### config.mk
export PLATFORM = sky130hd
export DESIGN_NAME = instr_assembler_flat
export DESIGN_NICKNAME = d
export VERILOG_FILES = /design/src/rtl/instr_assembler_if.sv /design/src/rtl/instr_assembler.sv /design/src/flat_wrapper.sv
export SDC_FILE = /design/constraint.sdc
export NUM_CORES = 1
export LEC_CHECK = 0
export CAP_MARGIN = 20
export CORE_ASPECT_RATIO = 1.2
export CORE_MARGIN = 2
export CORE_UTILIZATION = 39
export DETAILED_ROUTE_END_ITERATION = 12
export HOLD_SLACK_MARGIN = 0.02
export PLACE_DENSITY = 0.88
export SYNTH_ARGS = -nofsm -noshare
export SYNTH_HDL_FRONTEND = slang
export SYNTH_SLANG_ARGS = --single-unit
### constraint.sdc
create_clock -name clk -period 3.2 [get_ports clk]
set_input_delay 0.96 -clock clk [delete_from_list [all_inputs] [get_ports clk]]
set_output_delay 0.96 -clock clk [all_outputs]
set_load 0.005 [all_outputs]
### src/rtl/instr_assembler_if.sv
// Fetch-beat / instruction handshake bundle for instr_assembler.
// master drives beats, flush and ack; slave is the assembler itself.
interface instr_assembler_if #(
    parameter int unsigned DATA_W = 8,
    parameter int unsigned BEATS  = 2,
    parameter int unsigned OPC_W  = 3
);
    localparam int unsigned INSTR_W = DATA_W * BEATS;

    logic [DATA_W-1:0]        data;
    logic                     data_valid;
    logic                     data_ready;
    logic                     flush;
    logic [INSTR_W-1:0]       instr;
    logic [OPC_W-1:0]         opcode;
    logic [INSTR_W-OPC_W-1:0] operand;
    logic                     instr_valid;
    logic                     instr_ack;
    logic                     abort_err;

    modport master (
        output data, data_valid, flush, instr_ack,
        input  data_ready, instr, opcode, operand, instr_valid, abort_err
    );

    modport slave (
        input  data, data_valid, flush, instr_ack,
        output data_ready, instr, opcode, operand, instr_valid, abort_err
    );
endinterface

### src/rtl/instr_assembler.sv
// Collects BEATS data beats into one instruction word and holds it for decode.
// Optional stall timeout for partial fetches is enabled by defining INSTR_TIMEOUT_EN.
module instr_assembler #(
    parameter int unsigned DATA_W    = 8,
    parameter int unsigned BEATS     = 2,
    parameter int unsigned OPC_W     = 3,
    parameter bit          MSB_FIRST = 1'b1,
    parameter int unsigned TIMEOUT   = 4
) (
    input logic             clk,
    input logic             rst,
    instr_assembler_if.slave bus
);
    localparam int unsigned INSTR_W = DATA_W * BEATS;
    localparam int unsigned CNT_W   = (BEATS > 1) ? $clog2(BEATS) : 1;

    if (BEATS < 1 || OPC_W >= INSTR_W || TIMEOUT < 1) begin : g_param_check
        $error("instr_assembler: invalid parameter combination");
    end

    typedef enum logic [0:0] {StFill, StHold} state_e;

    state_e             state_q, state_d;
    logic [CNT_W-1:0]   cnt_q, cnt_d;
    logic [INSTR_W-1:0] instr_q, instr_d;
    logic [CNT_W-1:0]   slot;
    logic               accept;

`ifdef INSTR_TIMEOUT_EN
    localparam int unsigned TCNT_W = $clog2(TIMEOUT + 1);
    logic [TCNT_W-1:0] tcnt_q, tcnt_d;
    logic              abort_q, abort_d;
`endif

    assign accept = bus.data_valid && (state_q == StFill);
    // Slice the current beat lands in depends on beat order.
    assign slot   = MSB_FIRST ? (CNT_W'(BEATS - 1) - cnt_q) : cnt_q;

    always_comb begin
        state_d = state_q;
        cnt_d   = cnt_q;
        instr_d = instr_q;
`ifdef INSTR_TIMEOUT_EN
        tcnt_d  = tcnt_q;
        abort_d = 1'b0;
`endif
        if (bus.flush) begin
            state_d = StFill;
            cnt_d   = '0;
`ifdef INSTR_TIMEOUT_EN
            tcnt_d  = '0;
`endif
        end else begin
            unique case (state_q)
                StFill: begin
                    if (accept) begin
                        for (int unsigned i = 0; i < BEATS; i++) begin
                            if (slot == CNT_W'(i)) instr_d[i*DATA_W +: DATA_W] = bus.data;
                        end
                        if (cnt_q == CNT_W'(BEATS - 1)) begin
                            cnt_d   = '0;
                            state_d = StHold;
                        end else begin
                            cnt_d = cnt_q + 1'b1;
                        end
`ifdef INSTR_TIMEOUT_EN
                        tcnt_d = '0;
                    end else if (cnt_q != '0) begin
                        if (tcnt_q == TCNT_W'(TIMEOUT)) begin
                            cnt_d   = '0;
                            tcnt_d  = '0;
                            abort_d = 1'b1;
                        end else begin
                            tcnt_d = tcnt_q + 1'b1;
                        end
`endif
                    end
                end
                StHold: begin
                    if (bus.instr_ack) state_d = StFill;
                end
                default: state_d = StFill;
            endcase
        end
    end

    always_ff @(posedge clk) begin
        if (rst) begin
            state_q <= StFill;
            cnt_q   <= '0;
            instr_q <= '0;
`ifdef INSTR_TIMEOUT_EN
            tcnt_q  <= '0;
            abort_q <= 1'b0;
`endif
        end else begin
            state_q <= state_d;
            cnt_q   <= cnt_d;
            instr_q <= instr_d;
`ifdef INSTR_TIMEOUT_EN
            tcnt_q  <= tcnt_d;
            abort_q <= abort_d;
`endif
        end
    end

    assign bus.data_ready  = (state_q == StFill);
    assign bus.instr_valid = (state_q == StHold);
    assign bus.instr       = instr_q;
    assign bus.opcode      = instr_q[INSTR_W-1 -: OPC_W];
    assign bus.operand     = instr_q[INSTR_W-OPC_W-1:0];
`ifdef INSTR_TIMEOUT_EN
    assign bus.abort_err   = abort_q;
`else
    assign bus.abort_err   = 1'b0;
`endif
endmodule

### src/flat_wrapper.sv
// flat-port wrapper written by rule: the top's interface ports become plain ports
module instr_assembler_flat 
#(
    parameter int unsigned DATA_W    = 8,
    parameter int unsigned BEATS     = 2,
    parameter int unsigned OPC_W     = 3,
    parameter bit          MSB_FIRST = 1'b1,
    parameter int unsigned TIMEOUT   = 4
)
  (clk, rst, bus_data, bus_data_valid, bus_flush, bus_instr_ack, bus_data_ready, bus_instr, bus_opcode, bus_operand, bus_instr_valid, bus_abort_err);
  instr_assembler_if #(.DATA_W(DATA_W), .BEATS(BEATS), .OPC_W(OPC_W)) bus_i ();
  input logic clk;
  input logic rst;
  input wire logic [$bits(bus_i.data)-1:0] bus_data;
  input wire logic [$bits(bus_i.data_valid)-1:0] bus_data_valid;
  input wire logic [$bits(bus_i.flush)-1:0] bus_flush;
  input wire logic [$bits(bus_i.instr_ack)-1:0] bus_instr_ack;
  output wire logic [$bits(bus_i.data_ready)-1:0] bus_data_ready;
  output wire logic [$bits(bus_i.instr)-1:0] bus_instr;
  output wire logic [$bits(bus_i.opcode)-1:0] bus_opcode;
  output wire logic [$bits(bus_i.operand)-1:0] bus_operand;
  output wire logic [$bits(bus_i.instr_valid)-1:0] bus_instr_valid;
  output wire logic [$bits(bus_i.abort_err)-1:0] bus_abort_err;
  assign bus_i.data = bus_data;
  assign bus_i.data_valid = bus_data_valid;
  assign bus_i.flush = bus_flush;
  assign bus_i.instr_ack = bus_instr_ack;
  assign bus_data_ready = bus_i.data_ready;
  assign bus_instr = bus_i.instr;
  assign bus_opcode = bus_i.opcode;
  assign bus_operand = bus_i.operand;
  assign bus_instr_valid = bus_i.instr_valid;
  assign bus_abort_err = bus_i.abort_err;
  instr_assembler #(.DATA_W(DATA_W), .BEATS(BEATS), .OPC_W(OPC_W), .MSB_FIRST(MSB_FIRST), .TIMEOUT(TIMEOUT)) u_core (.clk(clk), .rst(rst), .bus(bus_i));
endmodule
==> run summary <==
FLOORPLANNING
------------------------------------------------------------------------------
Count of boundary I/O pins                                                  48
Core footprint                                                       1890 um^2
Total Die Area                                                       2430 um^2
Die span in x                                                          45.3 um
Std-Cell Rows                                                               17
Effective utilization at floorplan                                       42.2%
Y dimension of the die                                                 53.6 um

ROUTE
------------------------------------------------------------------------------
Vias per inst                                                             4.75
DRT antenna net count                                                        0
Routed vias                                                                660
Average wire per standard cell                                         12.7 um
1st-pass router iterations                                                   4
Total Routed Length                                                    1770 um
Iteration-0 DRC count of the detailed router                                 5
Remaining DRCs                                                               0

TIMING
------------------------------------------------------------------------------
Final clock skew                                                    0.00389 ns
Endpoints failing setup                                                      0
Final hold violations                                                        0
Post-route fraction of the period consumed by the critical path          70.9%
Summed negative setup slack over all endpoints                            0 ns
Measured slew at the worst slew-check pin                             0.683 ns
Slew Limit Headroom                                                      54.3%
Max-slew violation total from the final report                               0
Fmax                                                                 0.441 GHz
Min Clock Period, post-route                                           2.27 ns
Unrepaired setup endpoints after global routing                          false

SYNTHESIS
------------------------------------------------------------------------------
Cell variety after synth                                                    17
Top post-synthesis cells by area                                  sky130_fd_sc_hd__dfxtp_1 (45%), sky130_fd_sc_hd__buf_4 (17%), sky130_fd_sc_hd__mux2i_1 (10%), sky130_fd_sc_hd__nand2_1 (7.5%), sky130_fd_sc_hd__a21oi_1 (5.0%)
Flop and latch count out of synthesis                                       18
Syn avg cell area                                                    8.87 um^2
Number of warnings printed during yosys synthesis                            0
Synthesized instance count                                                  90
Netlist area before placement                                         798 um^2
Share of the synthesized area in the top cell type                       45.1%
Sequential fraction of the synthesis area                                45.1%
Net count after synthesis                                                  103
Biggest area consumer among synthesized cells                     sky130_fd_sc_hd__dfxtp_1

CRITICAL PATH
------------------------------------------------------------------------------
CP Launch Type                                                            flop
Critical-path top delay cell                                      sky130_fd_sc_hd__clkdlybuf4s50_1
Count of buffer and inverter cells on the critical path                      1
Endpoint class of the critical path                               primary output
Critical path required time                                            2.24 ns
Cell chain of the critical path                                   clkdlybuf4s50_1
Top cell family by delay on the critical path                     buffers and inverters
Longest individual stage delay on the worst path                       0.55 ns
Data arrival time of the worst path                                    1.31 ns
WS Path Type                                                           reg2out
Worst-path fanout max                                                        7

CLOCK NETWORK
------------------------------------------------------------------------------
# clock sinks                                                               18
TritonCTS clock tree                                                       yes
Number of levels the H-tree was split into                                   1
Buffer cell driving the clock tree root                           sky130_fd_sc_hd__clkbuf_4
Number of buffers inserted by post-CTS setup repair                          0
Latest clock arrival within the worst-skew pair                        0.29 ns
Resize count post-CTS                                                        0
Clock transition at the registers of the reported paths                0.10 ns
Max clock buf depth                                                          2
Number of hold-repair buffers added at the cts stage                         0
Number of buffers created by CTS                                             3

CELLS AND AREA
------------------------------------------------------------------------------
Post-route non-filler standard cell count                                  139
Ratio of cells with drive above 1 in the final layout                    5.83%
Final net count                                                            134
Multi-input gate area in the final layout                             293 um^2
End-of-flow core utilization                                             62.6%
Fill cell total of the finished layout                                     146
Area growth from synthesis to final layout                               48.4%
Seq. cell area                                                        360 um^2
# diodes                                                                     0

RUN STATUS
------------------------------------------------------------------------------
Outcome                                                              completed

GLOBAL ROUTING
------------------------------------------------------------------------------
Antenna violations before repair                                             0
Remaining global-route overflow                                              0
Largest net degree at the start of global routing                           19
Via count of the first global-routing pass                                 597
First-pass GRT wire length                                             2690 um
Overall Global Routing Usage                                             15.8%

POWER AND IR DROP
------------------------------------------------------------------------------
Total power divided by cell area                                   369 nW/um^2
Leakage Power                                                         0.411 nW
IR Drop Worst-Case VDD                                                0.335 mV

PLACED DESIGN
------------------------------------------------------------------------------
Routability cong.                                                        0.719
Half-perimeter wire length after placement                             1370 um
Count of buffers from port buffering                                        46
Total placed cells including tap cells                                     135

FLOW RUN
------------------------------------------------------------------------------
# Max-Cap Violations                                                         0

WORST HOLD PATH
------------------------------------------------------------------------------
Type of the tightest min-delay check                                   reg2reg

==> cells in the final DEF, fill, tap and decap left out, drive strengths merged <==
cell type | synthesis | final
nor2 | 8 | 8
mux2i | 8 | 8
nor3 | 2 | 2
or4b | 1 | 1
a31oi | 1 | 1
nand2 | 16 | 16
clkdlybuf4s50 | 0 | 46
nor4bb | 1 | 1
buf | 19 | 1
conb | 1 | 1
nor4b | 1 | 1
inv | 1 | 1
clkbuf | 2 | 4
dfxtp | 18 | 18
xnor2 | 1 | 1
a21oi | 8 | 8
nor2b | 2 | 2
==> cells in the mapped netlist <==
library cell / n
sky130_fd_sc_hd__a21oi_1: 8
sky130_fd_sc_hd__a31oi_1: 1
sky130_fd_sc_hd__buf_2: 1
sky130_fd_sc_hd__buf_4: 18
sky130_fd_sc_hd__clkbuf_1: 2
sky130_fd_sc_hd__conb_1: 1
sky130_fd_sc_hd__dfxtp_1: 18
sky130_fd_sc_hd__inv_1: 1
sky130_fd_sc_hd__mux2i_1: 8
sky130_fd_sc_hd__nand2_1: 16
sky130_fd_sc_hd__nor2_1: 8
sky130_fd_sc_hd__nor2b_1: 2
sky130_fd_sc_hd__nor3_1: 2
sky130_fd_sc_hd__nor4b_2: 1
sky130_fd_sc_hd__nor4bb_1: 1
sky130_fd_sc_hd__or4b_1: 1
sky130_fd_sc_hd__xnor2_1: 1
==> area by class of cell <==
cell class	count	share of cell area (%)
clock buffers	4	3.06
inverters	1	0.317
multi-input cells	50	24.7
flip-flops and latches	18	30.4
well taps	19	2.01
repair buffers	47	39.5
==> worst paths after layout <==
path,start,end,slack (ns),depth (start not counted)
worst max-delay path,u_core.bus.instr_valid,bus_instr_valid,0.93,1
worst max register to register,u_core.cnt_q,u_core.bus.instr[15],1.82,3
worst min-delay path,u_core.bus.instr[14],u_core.bus.instr[14],0.47,2
worst min register to register,u_core.bus.instr[14],u_core.bus.instr[14],0.47,2
==> registers in the layout, summed over array words and instances, names as in the netlist <==
name,cells
u_core.bus.instr_valid,1
u_core.cnt_q,1
u_core.bus.instr,16
==> logic make-up after synthesis <==
group | Yosys count | synth area share (%)
XOR/XNOR | 1 | 1.10
other | 1 | 0.470
AO/OA/AOI/OAI | 9 | 5.80
AND/OR/NAND/NOR | 31 | 18.5
buffers and inverters | 22 | 19.0
multiplexers | 8 | 10.0
flip-flops | 18 | 45.1
==> stage by stage <==
| step | power [W] | hold WS [ns] | setup slack, ns | area, um^2 |
|---|---|---|---|---|
| 2_1_floorplan | 0.000271 | 0.466 | 1.36 | 798 |
| 3_5_place_dp | 0.000308 | 0.461 | 0.708 | 1150 |
| 4_1_cts | 0.000442 | 0.474 | 0.919 | 1180 |
| 6_report | 0.000437 | 0.472 | 0.932 | 1180 |
| 3_3_place_gp | 0.000306 | 0.457 | 0.749 | 1150 |
| 5_1_grt | 0.000458 | 0.490 | 0.846 | 1180 |
==> power breakdown <==
part	internal, W	switching (W)
clock	0.0000693	0.0000653
combinational	0.0000418	0.0000241
sequential	0.000231	0.00000576
==> per-layer routing <==
layer | global-route usage (%) | vias to the layer above | part of all wire, %
met4 | 8.82 | 0 | 1.8
met2 | 29.0 | 23 | 57
met3 | 3.02 | 4 | 3.2
met1 | 16.5 | 298 | 38
met5 | 0 | - | 0
li1 | - | 335 | -
Note: power is estimated with default switching activity, not from simulation.
